File: src/rtl/interconnect_pkg.sv
// Shared types and helpers for the cache-refill AXI read/write arbiters.
package interconnect_pkg;

  typedef enum logic {
    REQ_ICACHE = 1'b0,
    REQ_DCACHE = 1'b1
  } req_idx_e;

  typedef enum logic {
    IDLE    = 1'b0,
    AR_SEND = 1'b1
  } arb_state_e;

  localparam int CACHE_LINE_BEATS = 4;

  // Requester index occupies ARID[0]; the remaining bits come from the ID base.
  function automatic logic [31:0] arid_encode(input logic [31:0] id_base, input req_idx_e idx);
    return {id_base[31:1], idx};
  endfunction

endpackage

File: src/rtl/rr_arb2.sv
// Two-way round-robin arbiter: rr_i names the favoured requester on a tie.
module rr_arb2 (
  input  logic [1:0] req_i,
  input  logic       rr_i,
  input  logic       en_i,
  output logic [1:0] gnt_o,
  output logic       rr_next_o
);

  always_comb begin
    gnt_o     = 2'b00;
    rr_next_o = rr_i;
    if (en_i) begin
      if (&req_i) gnt_o = rr_i ? 2'b10 : 2'b01;
      else        gnt_o = req_i;
      if (|gnt_o) rr_next_o = ~gnt_o[1];
    end
  end

endmodule

File: src/rtl/axi_rd_arbiter.sv
// Shares one AXI4 AR/R channel between the icache and dcache refill ports,
// tagging each burst with a per-requester ARID and steering R beats by RID.
module axi_rd_arbiter
  import interconnect_pkg::*;
#(
  parameter int AXI_ADDR_WIDTH = 32,
  parameter int AXI_DATA_WIDTH = 64,
  parameter int AXI_ID_WIDTH   = 4,
  parameter int BURST_LEN      = CACHE_LINE_BEATS - 1,
  parameter int ID_BASE        = 0
) (
  input  logic                        clk_i,
  input  logic                        rst_ni,
  input  logic [1:0]                  req_valid_i,
  input  logic [2*AXI_ADDR_WIDTH-1:0] req_addr_i,
  output logic [1:0]                  req_ready_o,
  output logic [1:0]                  rsp_valid_o,
  input  logic [1:0]                  rsp_ready_i,
  output logic [AXI_DATA_WIDTH-1:0]   rsp_data_o,
  output logic                        rsp_last_o,
  output logic                        rsp_err_o,
  output logic [AXI_ADDR_WIDTH-1:0]   axi_ar_addr_o,
  output logic [AXI_ID_WIDTH-1:0]     axi_ar_id_o,
  output logic [7:0]                  axi_ar_len_o,
  output logic                        axi_ar_valid_o,
  input  logic                        axi_ar_ready_i,
  input  logic [AXI_DATA_WIDTH-1:0]   axi_r_data_i,
  input  logic [AXI_ID_WIDTH-1:0]     axi_r_id_i,
  input  logic [1:0]                  axi_r_resp_i,
  input  logic                        axi_r_last_i,
  input  logic                        axi_r_valid_i,
  output logic                        axi_r_ready_o,
  output logic                        stray_r_o
);

  localparam logic [AXI_ID_WIDTH-1:0] ID_BASE_W = AXI_ID_WIDTH'(ID_BASE);

  arb_state_e                 state_q;
  logic                       rr_q;
  logic [1:0]                 busy_q;
  logic [AXI_ADDR_WIDTH-1:0]  ar_addr_q;
  logic [AXI_ID_WIDTH-1:0]    ar_id_q;
  logic                       ar_valid_q;

  logic [1:0]                 eligible;
  logic [1:0]                 gnt;
  logic                       rr_next;
  logic [AXI_ADDR_WIDTH-1:0]  gnt_addr;
  logic [AXI_ID_WIDTH-1:0]    gnt_id;

  logic                       r_idx;
  logic                       r_id_match;
  logic                       r_owned;
  logic [1:0]                 r_done;
  logic                       unused_resp_okay;

  assign eligible = req_valid_i & ~busy_q;

  rr_arb2 u_rr_arb2 (
    .req_i     (eligible),
    .rr_i      (rr_q),
    .en_i      (state_q == IDLE),
    .gnt_o     (gnt),
    .rr_next_o (rr_next)
  );

  assign req_ready_o = gnt;
  assign gnt_addr    = gnt[1] ? req_addr_i[AXI_ADDR_WIDTH +: AXI_ADDR_WIDTH]
                              : req_addr_i[0 +: AXI_ADDR_WIDTH];
  assign gnt_id      = AXI_ID_WIDTH'(arid_encode(32'(ID_BASE), req_idx_e'(gnt[1])));

  always_ff @(posedge clk_i or negedge rst_ni) begin
    if (!rst_ni) begin
      state_q    <= IDLE;
      rr_q       <= 1'b0;
      ar_addr_q  <= '0;
      ar_id_q    <= '0;
      ar_valid_q <= 1'b0;
    end else if (state_q == IDLE) begin
      if (|gnt) begin
        state_q    <= AR_SEND;
        rr_q       <= rr_next;
        ar_addr_q  <= gnt_addr;
        ar_id_q    <= gnt_id;
        ar_valid_q <= 1'b1;
      end
    end else if (axi_ar_ready_i) begin
      state_q    <= IDLE;
      ar_valid_q <= 1'b0;
    end
  end

  assign axi_ar_addr_o  = ar_addr_q;
  assign axi_ar_id_o    = ar_id_q;
  assign axi_ar_len_o   = 8'(BURST_LEN);
  assign axi_ar_valid_o = ar_valid_q;

  // R path: a beat belongs to a requester only if the ID base matches and its burst is open.
  assign r_idx      = axi_r_id_i[0];
  assign r_id_match = (axi_r_id_i >> 1) == (ID_BASE_W >> 1);
  assign r_owned    = r_id_match && busy_q[r_idx];

  assign rsp_valid_o   = (r_owned && axi_r_valid_i) ? (2'b01 << r_idx) : 2'b00;
  assign rsp_data_o    = axi_r_data_i;
  assign rsp_last_o    = axi_r_last_i;
  assign rsp_err_o     = axi_r_resp_i[1];
  // Unowned beats are sunk so a confused crossbar cannot stall the channel; quiet while in reset.
  assign axi_r_ready_o = rst_ni && (r_owned ? rsp_ready_i[r_idx] : 1'b1);
  assign stray_r_o     = rst_ni && axi_r_valid_i && !r_owned;

  assign r_done = (r_owned && axi_r_valid_i && axi_r_ready_o && axi_r_last_i)
                  ? (2'b01 << r_idx) : 2'b00;

  always_ff @(posedge clk_i or negedge rst_ni) begin
    if (!rst_ni) busy_q <= 2'b00;
    else         busy_q <= (busy_q | gnt) & ~r_done;
  end

  assign unused_resp_okay = axi_r_resp_i[0];

endmodule

File: config.mk
export PLATFORM = sky130hd
export DESIGN_NAME = axi_rd_arbiter
export DESIGN_NICKNAME = d
export VERILOG_FILES = /design/src/rtl/interconnect_pkg.sv /design/src/rtl/rr_arb2.sv /design/src/rtl/axi_rd_arbiter.sv
export SDC_FILE = /design/constraint.sdc
export NUM_CORES = 1
export LEC_CHECK = 0
export BUFFER_PORTS_ARGS = -buffer_cell sky130_fd_sc_hd__buf_4
export CORE_MARGIN = 2
export CORE_UTILIZATION = 25
export CTS_CLUSTER_DIAMETER = 120
export DETAILED_ROUTE_END_ITERATION = 6
export GPL_TIMING_DRIVEN = 0
export PLACE_DENSITY_LB_ADDON = 0.1
export SETUP_SLACK_MARGIN = 0.3
export SYNTH_ARGS = -nofsm -noshare
export SYNTH_HDL_FRONTEND = slang
export SYNTH_SLANG_ARGS = --single-unit
File: constraint.sdc
create_clock -name clk_i -period 1.6 [get_ports clk_i]
set_input_delay 0.24 -clock clk_i [delete_from_list [all_inputs] [get_ports clk_i]]
set_output_delay 0.24 -clock clk_i [all_outputs]
set_load 0.005 [all_outputs]
==> summary.md <==
| Metric | Value |
|---|---|
| Synth unique cells | 31 |
| First-pass DRT Iterations | 4 |
| Rows | 39 |
| Number of global-route vias before repair | 3,092 |
| Die H | 113 µm |
| Slew Viols, Final | 0 |
| Crit path time final | 1680 ps |
| Die width | 113 µm |
| WS Path Type | flip-flop to output pin |
| Yosys reg bits | 38 |
| Asr flop ratio synth | 1.00 |
| Gr ovfl total | 0 |
| Lkg Pwr | 2.55 nW |
| Die area | 12,700 µm² |
| Nature of the critical path endpoint | output pin |
| Worst setup margin | -75.5 ps |
| Layout area overhead | 89.3% |
| Post-synth EDFFs | 0 |
| Drt total wl | 11,500 µm |
| Gpl congestion | 0.683 |
| Startpoint Class | flip-flop |
| Core area | 11,500 µm² |
| Clock Tree Root | clkbuf_16 |
| Failing checks | negative hold slack, negative setup slack |
| Maximum vdd drop | 0.467 mV |
| Fmax | 597 MHz |
| First-pass GRT wire length | 16,900 µm |
| Mean Syn Cell Area | 9.60 µm² |
| Clock skew | 7.71 ps |
| Worst Tran Pin Value | 565 ps |
| FF+latch area | 952 µm² |
| Yosys warns | 0 |
| H-tree depth | 2 |
| Initial antenna violation count | 0 |
| Largest net degree at the start of global routing | 43 |
| Final setup vio count | 8 |
| DRC | 0 |
| Max cap viols | 0 |
| RSZ-0062 raised after global routing | true |
| Inserted Clock Buffers | 5 |
| Routed Antenna Nets | 0 |
| Iteration-0 DRC Markers | 56 |
| Mapped Area | 2960 µm² |
| CTS tree | done |
| Power Density | 946 nW/µm² |
| Nets | 680 |
| Fin Hold WS | -44.5 ps |
| Outcome | finished, violations left |
| Vias/cell | 4.67 |
| Mapped Cells | 308 |
| Final Hold Viols | 38 |
| Post-synthesis sequential area ratio | 0.322 |
| Vias | 3,181 |
| Worst min path class | input port to async pin |
| Ant. Diodes | 0 |
| Clock transition at path regs | 70 ps |
| Rel. slew slack | 0.623 |
| CTS Buffer Depth | 2 |
| Routed length per instance | 16.8 µm |
| Crit share post-route | 1.05 |
| Detail Placement HPWL | 8380 µm |
| Fill cell count | 1,090 |
| Share of cells above drive strength 1 | 0.784 |
| Primary FF master, synth | dfrtp_1 |
| Sink Count | 38 |
| Worst endpoint data arrival time | 1440 ps |
| Clk_lat worst skew | 290 ps |
| Initial Util | 0.258 |
| I/O pin cnt | 260 |
| Critical Path Fanout Max | 3 |
| Multi-input gate area | 1720 µm² |
| Setup tns final | -189 ps |
| Worst Path Required | 1360 ps |
| Total GRT Usage | 0.166 |
| Buffers added on ports | 182 |
## cell usage in the layout, fill, tap and decap left out, drive strengths merged, types with 2 or more instances in the layout
cell and n:
dfrtp 38, a21oi 32, nor2b 3, conb 11, o2bb2ai 32, inv 2
nor3b 2, or3b 33, nand3 2, clkbuf 14, clkinv 3, a21o 2
and3 2, nand2 3, and2 2, nor2 2, buf 313, o221ai 32
o21ai 2, o22a 2
## logic make-up after synthesis
group,Yosys count,synth area share
buffers and inverters,111,0.261
AOI/OAI and AO/OA,104,0.274
and+or+nand+nor,52,0.137
DFF,38,0.322
other,2,0.00254
muxes,1,0.00339
## worst max-delay path, cell delays in order (launching register included)
cell	delay, ps
dfrtp_2	420
or3b_1	360
buf_6	130
and2_4	130
buf_6	110
## worst paths after layout
check / cells after the start / endpoint / start / slack, ps
worst max-delay path: 4 / req_ready_o[1] / busy_q[0]$_DFF_PN0_ / -80
worst min-delay path: 1 / axi_ar_addr_o[17]$_DFFE_PN0P_ / rst_ni / -40
worst max register to register: 9 / axi_ar_addr_o[10]$_DFFE_PN0P_ / busy_q[1]$_DFF_PN0_ / -20
worst min register to register: 1 / axi_ar_id_o[0]$_DFFE_PN0P_ / axi_ar_id_o[0]$_DFFE_PN0P_ / 480
max in group asynchronous: 1 / busy_q[0]$_DFF_PN0_ / rst_ni / 1250
min in group clk_i: 2 / state_q$_DFF_PN0_ / axi_ar_ready_i / 120
## where the power goes
part | internal (mW) | switching (mW) | leakage (nW)
logic | 1.63 | 0.979 | 2.01
clock network | 0.579 | 0.411 | 0.0708
registers | 1.39 | 0.301 | 0.467
## layout make-up
type	count	area share
multi-input cells	168	0.307
repair buffers	213	0.297
flip-flops and latches	38	0.170
plain buffers	108	0.166
well taps	143	0.0320
clock buffers	6	0.0230
clock inverters	2	0.00246
inverters	3	0.00224
## sequential cells by signal, summed over array words and instances, names as in the netlist
signal	count
axi_ar_addr_o	32
axi_ar_id_o	1
axi_ar_valid_o	1
busy_q	2
rr_q	1
state_q	1
## timing repair
item / in CTS / in global routing
pin swaps: 6 / 24
endpoints found under the hold margin: 38 / 0
setup buffers: 15 / 13
resized for setup: 17 / 116
cloned: 1 / 2
setup endpoints to repair: 44 / 44
## routing by layer
metal  wire [µm]  global-route usage
met5           0                   0
met4          62              0.0285
met3        1000              0.0418
met2        5930               0.298
met1        4460               0.202
## stage by stage
stage | worst slack [ps] | instance area, µm² | cells | power, mW | utilization
after floorplan | 199 | 3150 | 317 | 2.63 | -
after global placement | -82.6 | 4700 | 642 | 3.81 | 0.410
after detailed placement | -91.7 | 4700 | 642 | 3.82 | 0.410
after CTS | -91.5 | 5020 | 666 | 4.96 | 0.438
after global routing | -139 | 5600 | 681 | 5.64 | 0.488
final | -75.5 | 5600 | 681 | 5.29 | 0.488
## synth_stat cells, types with 3 or more instances
master,number,area share
a21oi_1,32,0.054
buf_2,14,0.024
buf_4,81,0.21
buf_6,4,0.015
clkbuf_1,6,0.0076
clkbuf_2,3,0.0051
dfrtp_1,38,0.32
nand2_1,3,0.0038
nor2b_1,3,0.0063
o221ai_1,32,0.095
o2bb2ai_1,32,0.095
or3b_1,21,0.062
or3b_2,12,0.036
(Power assumes the default switching activity.)
